$ cat config.mk
export PLATFORM = sky130hd
export DESIGN_NAME = gcd_engine
export DESIGN_NICKNAME = d
export VERILOG_FILES = /design/src/rtl/gcd_engine.sv
export SDC_FILE = /design/constraint.sdc
export NUM_CORES = 1
export LEC_CHECK = 0
export ABC_AREA = 1
export CORE_ASPECT_RATIO = 2
export CORE_MARGIN = 5
export CORE_UTILIZATION = 62
export DETAILED_ROUTE_END_ITERATION = 7
export HOLD_SLACK_MARGIN = 0.12
export PLACE_DENSITY = 0.87
export SYNTH_ARGS = -nofsm -noshare
export SYNTH_HDL_FRONTEND = slang
export SYNTH_SLANG_ARGS = --single-unit
$ cat constraint.sdc
create_clock -name CLK -period 5.41 [get_ports CLK]
set_clock_uncertainty 0.05 [all_clocks]
set_input_delay 0.8115 -clock CLK [delete_from_list [all_inputs] [get_ports CLK]]
set_output_delay 0.8115 -clock CLK [all_outputs]
set_load 0.02 [all_outputs]
$ cat src/rtl/gcd_engine.sv
// Multi-cycle subtractive Euclidean GCD core with a start/ready/done handshake.
// Optional macro GCD_EARLY_ONE_EN: finish as soon as either operand reaches 1.
module gcd_engine #(
    parameter int unsigned WIDTH = 16
) (
    input  logic             CLK,
    input  logic             RST,
    input  logic             start,
    input  logic [WIDTH-1:0] op_a,
    input  logic [WIDTH-1:0] op_b,
    output logic             ready,
    output logic             done,
    output logic [WIDTH-1:0] result,
    output logic             coprime
);

    // StLoad is a single settle cycle after the operands are captured; it is
    // seen from outside as part of RUN (ready=0, done=0).
    typedef enum logic [1:0] {
        StIdle,
        StLoad,
        StRun,
        StDone
    } state_e;

    state_e           state_q;
    logic [WIDTH-1:0] a_q;
    logic [WIDTH-1:0] b_q;

    logic             run_done;
    logic [WIDTH-1:0] run_res;

    // Terminal checks for the current operands, in priority order.
    always_comb begin
        run_done = 1'b1;
        run_res  = a_q;
`ifdef GCD_EARLY_ONE_EN
        if (a_q == WIDTH'(1) || b_q == WIDTH'(1)) begin
            run_res = WIDTH'(1);
        end else
`endif
        if (a_q == '0) begin
            run_res = b_q;
        end else if (b_q == '0) begin
            run_res = a_q;
        end else if (a_q == b_q) begin
            run_res = a_q;
        end else begin
            run_done = 1'b0;
        end
    end

    always_ff @(posedge CLK) begin
        if (RST) begin
            state_q <= StIdle;
            ready   <= 1'b1;
            done    <= 1'b0;
            result  <= '0;
            coprime <= 1'b0;
            a_q     <= '0;
            b_q     <= '0;
        end else begin
            unique case (state_q)
                StIdle, StDone: begin
                    if (start) begin
                        a_q     <= op_a;
                        b_q     <= op_b;
                        result  <= '0;
                        coprime <= 1'b0;
                        done    <= 1'b0;
                        ready   <= 1'b0;
                        state_q <= StLoad;
                    end
                end
                StLoad: begin
                    state_q <= StRun;
                end
                StRun: begin
                    if (run_done) begin
                        result  <= run_res;
                        coprime <= (run_res == WIDTH'(1));
                        done    <= 1'b1;
                        ready   <= 1'b1;
                        state_q <= StDone;
                    end else if (a_q > b_q) begin
                        a_q <= a_q - b_q;
                    end else begin
                        b_q <= b_q - a_q;
                    end
                end
                default: begin
                    state_q <= StIdle;
                end
            endcase
        end
    end

endmodule

# Word level (Yosys, flattened, before mapping)
# Index checks and enable logic that the tools add are counted.
[op_classes] n_addsub=2 n_lt_le_gt_ge=1 eq_ne=10 n_mux=23 reduce_logical=9
[op_table] op="2-to-1 mux 16 bit" n=9
[op_table] op="one-hot mux 16 bit (2 select lines)" n=3
[op_table] op="logical NOT 16 bit" n=2
[op_table] op="subtractor 16 bit" n=2
[op_table] op="== test 16 x 1 -> 1 bit, second input constant" n=1
[op_table] op="== test 16 bit" n=1
[op_table] op="> comparator 16 bit" n=1
[op_table] op="!= test 2 bit, second input constant" n=5
[op_table] op="AND reduction 4 bit" n=2
[op_table] op="2-to-1 mux 1 bit" n=6
[op_table] op="one-hot mux 2 bit (3 select lines)" n=1
[op_table] op="== test 2 bit, second input constant" n=2
[op_table] op="2-to-1 mux 2 bit" n=2
[op_table] op="one-hot mux 1 bit (2 select lines)" n=2
[op_table] op="AND reduction 3 bit" n=1
[op_table] op="== test 2 x 1 -> 1 bit, second input constant" n=1
[op_table] op="logical NOT 2 bit" n=1
[op_table] op="AND reduction 2 bit" n=1
[op_table] op="nonzero test 2 bit" n=1
[op_table] op="OR reduction 2 bit" n=1
[totals] regBits=53 elab_cells=52 out_inout_bits=19 in_bits=35

# Logic depth before layout (Yosys ltp)
# Gate-level depths: netlist of run 1.
[logic_depth] ltp_word=6 depth_mapped=16 ltp_nobuf=15

# Worst setup path after synthesis of run 1
# Ideal clock, no wire load.
[synth_timing] path_kind="register to register" startpoint="reg a_q[0]" endpoint="reg b_q[0]" setup_time_ns=0.116 slack_ns=3.219 t_arrival_ns=2.025 n_path_buf=1 stages_incl_launch_ff=15 synth_period_minus_slack_ns=2.191 required_ns=5.244 cell_sequence="dfxtp_1 > inv_1 > ha_1 > fa_1 > o21ai_2 > nand2_1 > nand2_2 > nand2_2 > nand2_2 > nand3_1 > nand2_4 > inv_4 > buf_6 > nor2_1 > nor2_1"
[synth_via] elab_chain_cells=6 elab_cells_between_ends=13 classes_between="add/sub: 1; order compare: 1; eq/ne: 3; mux: 6; reduce/logical: 2"
[synth_rtl] element="start: declaration" line_no="27" rtl="logic [WIDTH-1:0] a_q;"
[synth_rtl] element="start signal: assignment" line_no="66" rtl="a_q <= op_a;"
[synth_rtl] element="start signal: assignment" line_no="86" rtl="a_q <= a_q - b_q;"
[synth_rtl] element="parallel branches: the longest is 6 deep, another holds subtractor 16 bit"
[synth_rtl] element="end signal: assignment" line_no="67" rtl="b_q <= op_b;"
[synth_rtl] element="end signal: assignment" line_no="88" rtl="b_q <= b_q - a_q;"
[synth_rtl] element="end: declaration" line_no="28" rtl="logic [WIDTH-1:0] b_q;"
# Parallel ways; which one is timed is not known. The select of a mux whose other input is x is not followed.
# A chain may end at the register's enable or synchronous reset.

# Worst setup path after layout of run 1
[layout_timing] startpoint="reg a_q[1]" endpoint="reg b_q[12]"
# Same word-level chain as after synthesis.

==> results_dict.tcl, run 1 <==
set metrics [dict create \
    cts_resized 0 \
    areaGrowthSynthToFinish_pct 14.4 \
    final_cell_mix "nand2_1 (251), inv_1 (87), nor2_1 (74), a21oi_1 (68)" \
    ys_seq_area_frac 0.234 \
    gp_congestion 1.04 \
    tns_ns 0 \
    netSwitchingFraction 0.573 \
    crit_family "simple AND/OR/NAND/NOR gates" \
    yosysWarnings 0 \
    row_count 44 \
    numCtsBuffers 5 \
    finalSetupViolCount 0 \
    end_kind "flop" \
    nFillCells 657 \
    synth-main-ff-cell "dfxtp_1" \
    tightestPinTransition_ns 1.11 \
    peakVddDrop_v 0.000326 \
    total_power_mw 3.12 \
    grt_usage 0.325 \
    multi_input_area_mm2 0.00296 \
    path_clk_slew_ns 0.07 \
    ys_types 31 \
    grt_max_degree 44 \
    htreeDepth 2 \
    power_density_mw_per_mm2 601 \
    antenna_found_initial 0 \
    drc 0 \
    run_status "finished clean" \
    hp-class "reg2reg" \
    post_cts_buffers 0 \
    p_comb_frac 0.712 \
    yosysTopAreaCell "dfxtp_1" \
    synth_cells 751 \
    slew_headroom 0.257 \
    drt_iter0_markers 414 \
    yosys.area.top_type_share 0.234 \
    cap_violations 0 \
    io_pins 54 \
    synth_edf_count 0 \
    dp_hpwl_um 11400 \
    ant_nets 0 \
    start_kind "flop" \
    hold_violations 0 \
    start_util 0.630 \
    critPathSlowestCell "nor2_1" \
    ys_async_sr_fraction 0 \
    period_needed_ns 2.75 \
    wire_per_inst_um 16.9 \
    syn_nets 821 \
    slew_viol_final 0 \
    syn_area_mm2 0.00454 \
    antenna_cells 0 \
    num_vias 5003 \
    crit_path_frequent_cell "nor2_1" \
    critPathMaxStageDelay_ns 0.83 \
    grt_pass1_wl_um 23600 \
    layout.nets 857 \
    die_h_um 131 \
    clock.fmax_ghz 0.363 \
    cts_tree "yes" \
    worstPathMaxFanout 17 \
    power.share.sequential 0.183 \
    clock_power_share 0.105 \
    rsz0062_at_grt "no" \
    final_common_cell "nand2_1" \
    vias_per_cell 5.69 \
    intPower_mw 1.34 \
    die_w_um 70.5 \
    numPortBuffers 53 \
    yosys-top-cells-area "dfxtp_1 (23%), nand2_1 (21%), ha_1 (9.1%), a21oi_1 (7.5%), inv_1 (7.2%)" \
    seq_area_mm2 0.00106 \
    cts-root-buf "clkbuf_16" \
    drive_gt1_frac 0.0774 \
    clk_latency_ns 0.29 \
    critical_path.cell_chain "nor2_1 > nand2_1 > nor2_1 > nand2_2 > nand3_4 > a21oi_2 > nand2_4 > inv_4 > o21ai_0 > nor2_1" \
    path_class "reg2reg" \
    power_switching_mw 1.79 \
    routed_wl_um 14900 \
    syn_avg_cell_area_um2 6.05 \
    grt_pass1_vias 4864 \
    arrival_ns 2.89 \
    detail_route.first_pass.iterations 8 \
    clkSinkCount 53 \
    cp.required_ns 5.55 \
    yosys_register_bits 53 \
    cts_hold_buffers 0 \
    clock_path_buffers 2 \
    fin_crit_sh 0.509 \
    die-area_mm2 0.00924 \
    leakage_nw 2.53 \
    core_area_mm2 0.00721 \
    cp_num_buf_inv 1 \
    grt_overflow 0 \
]
==> logic make-up after synthesis <==
family,Yosys count,share of synthesized area
flops,53,0.234
xor+xnor,5,0.00964
simple gates,412,0.388
fa+ha+maj,35,0.0997
buf+inv,121,0.115
compound gates,125,0.154
==> state kept, by name, summed over array words and instances (netlist names) <==
signal	cells
b_q	16
coprime	1
ready	1
a_q	16
result	16
state_q	2
done	1
==> final timing paths <==
kind	startpoint	to	slack, ns	cells after the start
max reg2reg	a_q[1]	b_q[12]	2.66	10
min	result[12]	result[12]	0.41	2
max	a_q[1]	b_q[12]	2.66	10
min reg2reg	result[12]	result[12]	0.41	2
==> power by group through the flow <==
| stage | logic [mW] | clock network [mW] | registers, mW |
|---|---|---|---|
| after floorplan | 1.72 | 0 | 0.551 |
| after global placement | 2.10 | 0 | 0.568 |
| after detailed placement | 2.16 | 0 | 0.575 |
| after CTS | 2.17 | 0.324 | 0.568 |
| after global routing | 2.46 | 0.339 | 0.581 |
| final | 2.22 | 0.327 | 0.572 |
==> cells in the mapped netlist, types with 4 or more instances <==
library cell,n
o21ai_0,36
xor2_1,5
nor2_1,74
dfxtp_1,53
nand2_1,251
a21oi_1,68
ha_1,33
inv_2,6
nand2_2,20
buf_6,6
nand2_4,4
a21oi_2,9
clkbuf_1,12
o21a_1,4
nand3_1,52
buf_2,6
inv_1,87
==> worst register-to-register path, stage by stage, from the launching register on <==
cell and delay [ns]:
dfxtp_1 0.38, nor2_1 0.16, nand2_1 0.07, nor2_1 0.83, nand2_2 0.25, nand3_4 0.21, a21oi_2 0.10, nand2_4 0.22
inv_4 0.14, o21ai_0 0.19, nor2_1 0.06
==> through the flow <==
step / util / instance area, um^2 / hold slack (ns) / std cells / setup WS [ns]
3_5_place_dp: 0.700 / 5040 / 0.406 / 872 / 2.77
3_3_place_gp: 0.700 / 5040 / 0.395 / 872 / 2.83
4_1_cts: 0.720 / 5190 / 0.415 / 880 / 2.74
2_1_floorplan: - / 4540 / 0.407 / 751 / 3.22
5_1_grt: 0.720 / 5190 / 0.440 / 880 / 2.48
6_report: 0.720 / 5190 / 0.411 / 880 / 2.66
==> final cells by class <==
cell class              instances  share of cell area
flip-flops and latches         53               0.204
inverters                      94              0.0684
well taps                      92              0.0222
multi-input cells             577               0.570
clock buffers                   5              0.0241
repair buffers                 56               0.106
clock inverters                 3             0.00482
==> per-layer routing <==
| metal | wire [um] | vias up | track usage |
|---|---|---|---|
| li1 | - | 2428 | - |
| met1 | 5000 | 2268 | 0.319 |
| met2 | 7810 | 224 | 0.604 |
| met3 | 733 | 83 | 0.0398 |
| met4 | 1340 | 0 | 0.260 |
| met5 | 0 | - | 0 |
Note: power is estimated with default switching activity, not from simulation.
==> run 2: changes to the inputs <==
--- a/config.mk
+++ b/config.mk
@@ -8,10 +8,10 @@
 export ABC_AREA = 1
 export CORE_ASPECT_RATIO = 2
 export CORE_MARGIN = 5
-export CORE_UTILIZATION = 62
+export CORE_UTILIZATION = 57
 export DETAILED_ROUTE_END_ITERATION = 7
 export HOLD_SLACK_MARGIN = 0.12
-export PLACE_DENSITY = 0.87
+export PLACE_DENSITY = 0.81
 export SYNTH_ARGS = -nofsm -noshare
 export SYNTH_HDL_FRONTEND = slang
 export SYNTH_SLANG_ARGS = --single-unit
==> constraint.sdc (replaced) <==
create_clock -name CLK -period 2.7 [get_ports CLK]
set_clock_uncertainty 0.05 [all_clocks]
set_input_delay 0.405 -clock CLK [delete_from_list [all_inputs] [get_ports CLK]]
set_output_delay 0.405 -clock CLK [all_outputs]
set_load 0.02 [all_outputs]
==> run 2 against run 1 <==
Net effect: clock power increased by 110%; first-iteration DRC count increased by 3.1%; sequential share of layout area decreased by 0.16 points; fmax increased by 5.4%; worst hold slack improved by 0.0018 ns; critical endpoint is now a_q[11].
==> results_dict.tcl, run 2 (same netlist as run 1, synthesis figures left out) <==
set metrics [dict create \
    run_status "finished clean" \
    critPathMaxStageDelay_ns 0.48 \
    cts_hold_buffers 0 \
    hold_violations 0 \
    arrival_ns 2.74 \
    numCtsBuffers 5 \
    grt_overflow 0 \
    row_count 46 \
    routed_wl_um 15000 \
    total_power_mw 6.36 \
    path_class "reg2reg" \
    antenna_found_initial 0 \
    drive_gt1_frac 0.0856 \
    detail_route.first_pass.iterations 6 \
    cts_tree "yes" \
    clkSinkCount 53 \
    drt_iter0_markers 427 \
    ant_nets 0 \
    core_area_mm2 0.00789 \
    grt_max_degree 33 \
    critPathSlowestCell "o21ai_0" \
    reg_top3 "a_q x16, b_q x16, result x16" \
    period_needed_ns 2.61 \
    cp.required_ns 2.83 \
    start_util 0.576 \
    end_kind "flop" \
    die-area_mm2 0.00996 \
    final_cell_mix "nand2_1 (251), inv_1 (87), nor2_1 (74), a21oi_1 (68), clkdlybuf4s50_1 (53)" \
    tns_ns 0 \
    die_w_um 73.1 \
    peakVddDrop_v 0.000753 \
    cp_num_buf_inv 1 \
    path_clk_slew_ns 0.08 \
    start_kind "flop" \
    hp-class "reg2reg" \
    grt_usage 0.310 \
    gp_congestion 1.12 \
    grt_pass1_vias 4861 \
    cap_violations 0 \
    areaGrowthSynthToFinish_pct 15.4 \
    die_h_um 136 \
    num_vias 5001 \
    layout.nets 863 \
    fin_crit_sh 0.967 \
    io_pins 54 \
    post_cts_buffers 0 \
    worst_slack_ns 0.0888 \
    drc 0 \
    clk_latency_ns 0.31 \
    finalSetupViolCount 0 \
    numPortBuffers 53 \
    antenna_cells 0 \
    power_density_mw_per_mm2 1210 \
    cts_resized 0 \
    crit_family "simple AND/OR/NAND/NOR gates" \
    htreeDepth 2 \
    slew_viol_final 0 \
    wire_per_inst_um 16.9 \
    critical_path.cell_chain "inv_1 > ha_1 > nand2_1 > o21ai_0 > nand2_1 > nand2_1 > nand2_1 > nand2_1 > nand2_1 > nand3_1 > nand2_1 > nand2_1 > a21oi_1" \
    dp_hpwl_um 11800 \
    fin_area_mm2 0.00524 \
    vias_per_cell 5.62 \
    clock.fmax_ghz 0.383 \
    cts-root-buf "clkbuf_16" \
    placed_cell_area_mm2 0.00509 \
    leakage_nw 2.56 \
    slew_headroom 0.633 \
    crit_path_frequent_cell "nand2_1" \
    grt_pass1_wl_um 23500 \
    rsz0062_at_grt "no" \
    tightestPinTransition_ns 0.545 \
    clock_path_buffers 2 \
    final_common_cell "nand2_1" \
    worstPathMaxFanout 8 \
    place_ws_ns 0.163 \
]
==> run 2: layer usage <==
metal	part of all wire	vias up	routed length, um	global-route usage
met3	0.054	95	806	0.0429
li1	-	2435	-	-
met1	0.33	2236	5020	0.301
met5	0	-	0	0
met2	0.51	235	7660	0.553
met4	0.10	0	1530	0.259
==> run 2: worst paths after layout <==
path	startpoint	endpoint	cells past startpoint	slack [ns]
setup / recovery	a_q[2]	a_q[11]	13	0.09
hold / removal	result[0]	result[0]	2	0.41
setup reg to reg	a_q[2]	a_q[11]	13	0.09
hold reg to reg	result[0]	result[0]	2	0.41
==> run 2: where the power goes <==
part / leakage (nW) / switching (mW) / total, mW / internal, mW
Combinational: 2.05 / 3.09 / 4.53 / 1.44
Clock: 0.0702 / 0.325 / 0.672 / 0.347
Sequential: 0.434 / 0.205 / 1.16 / 0.951
Total: 2.56 / 3.62 / 6.36 / 2.74
==> run 2: stage by stage <==
| step | util | std cells | hold slack [ns] |
|---|---|---|---|
| floorplan | - | 751 | 0.407 |
| detailed placement | 0.646 | 882 | 0.405 |
| finish | 0.665 | 890 | 0.413 |
| global route | 0.665 | 890 | 0.432 |
| global placement | 0.646 | 882 | 0.399 |
| CTS | 0.665 | 890 | 0.414 |
==> run 2: tightest hold or removal path, cell delays in order, from the launching register on <==
cell and delay, ns:
dfxtp_1 0.31, nand2_1 0.06, a21oi_1 0.05
==> run 2: cell type report <==
class                      instances  area [um^2]
clock buffer                       5          125
clock inverter                     3         21.3
fill                             705         2640
inverter                          94          355
multi-input combinational        577         2960
sequential                        53         1060
tap                               96          120
timing repair buffer              62          598
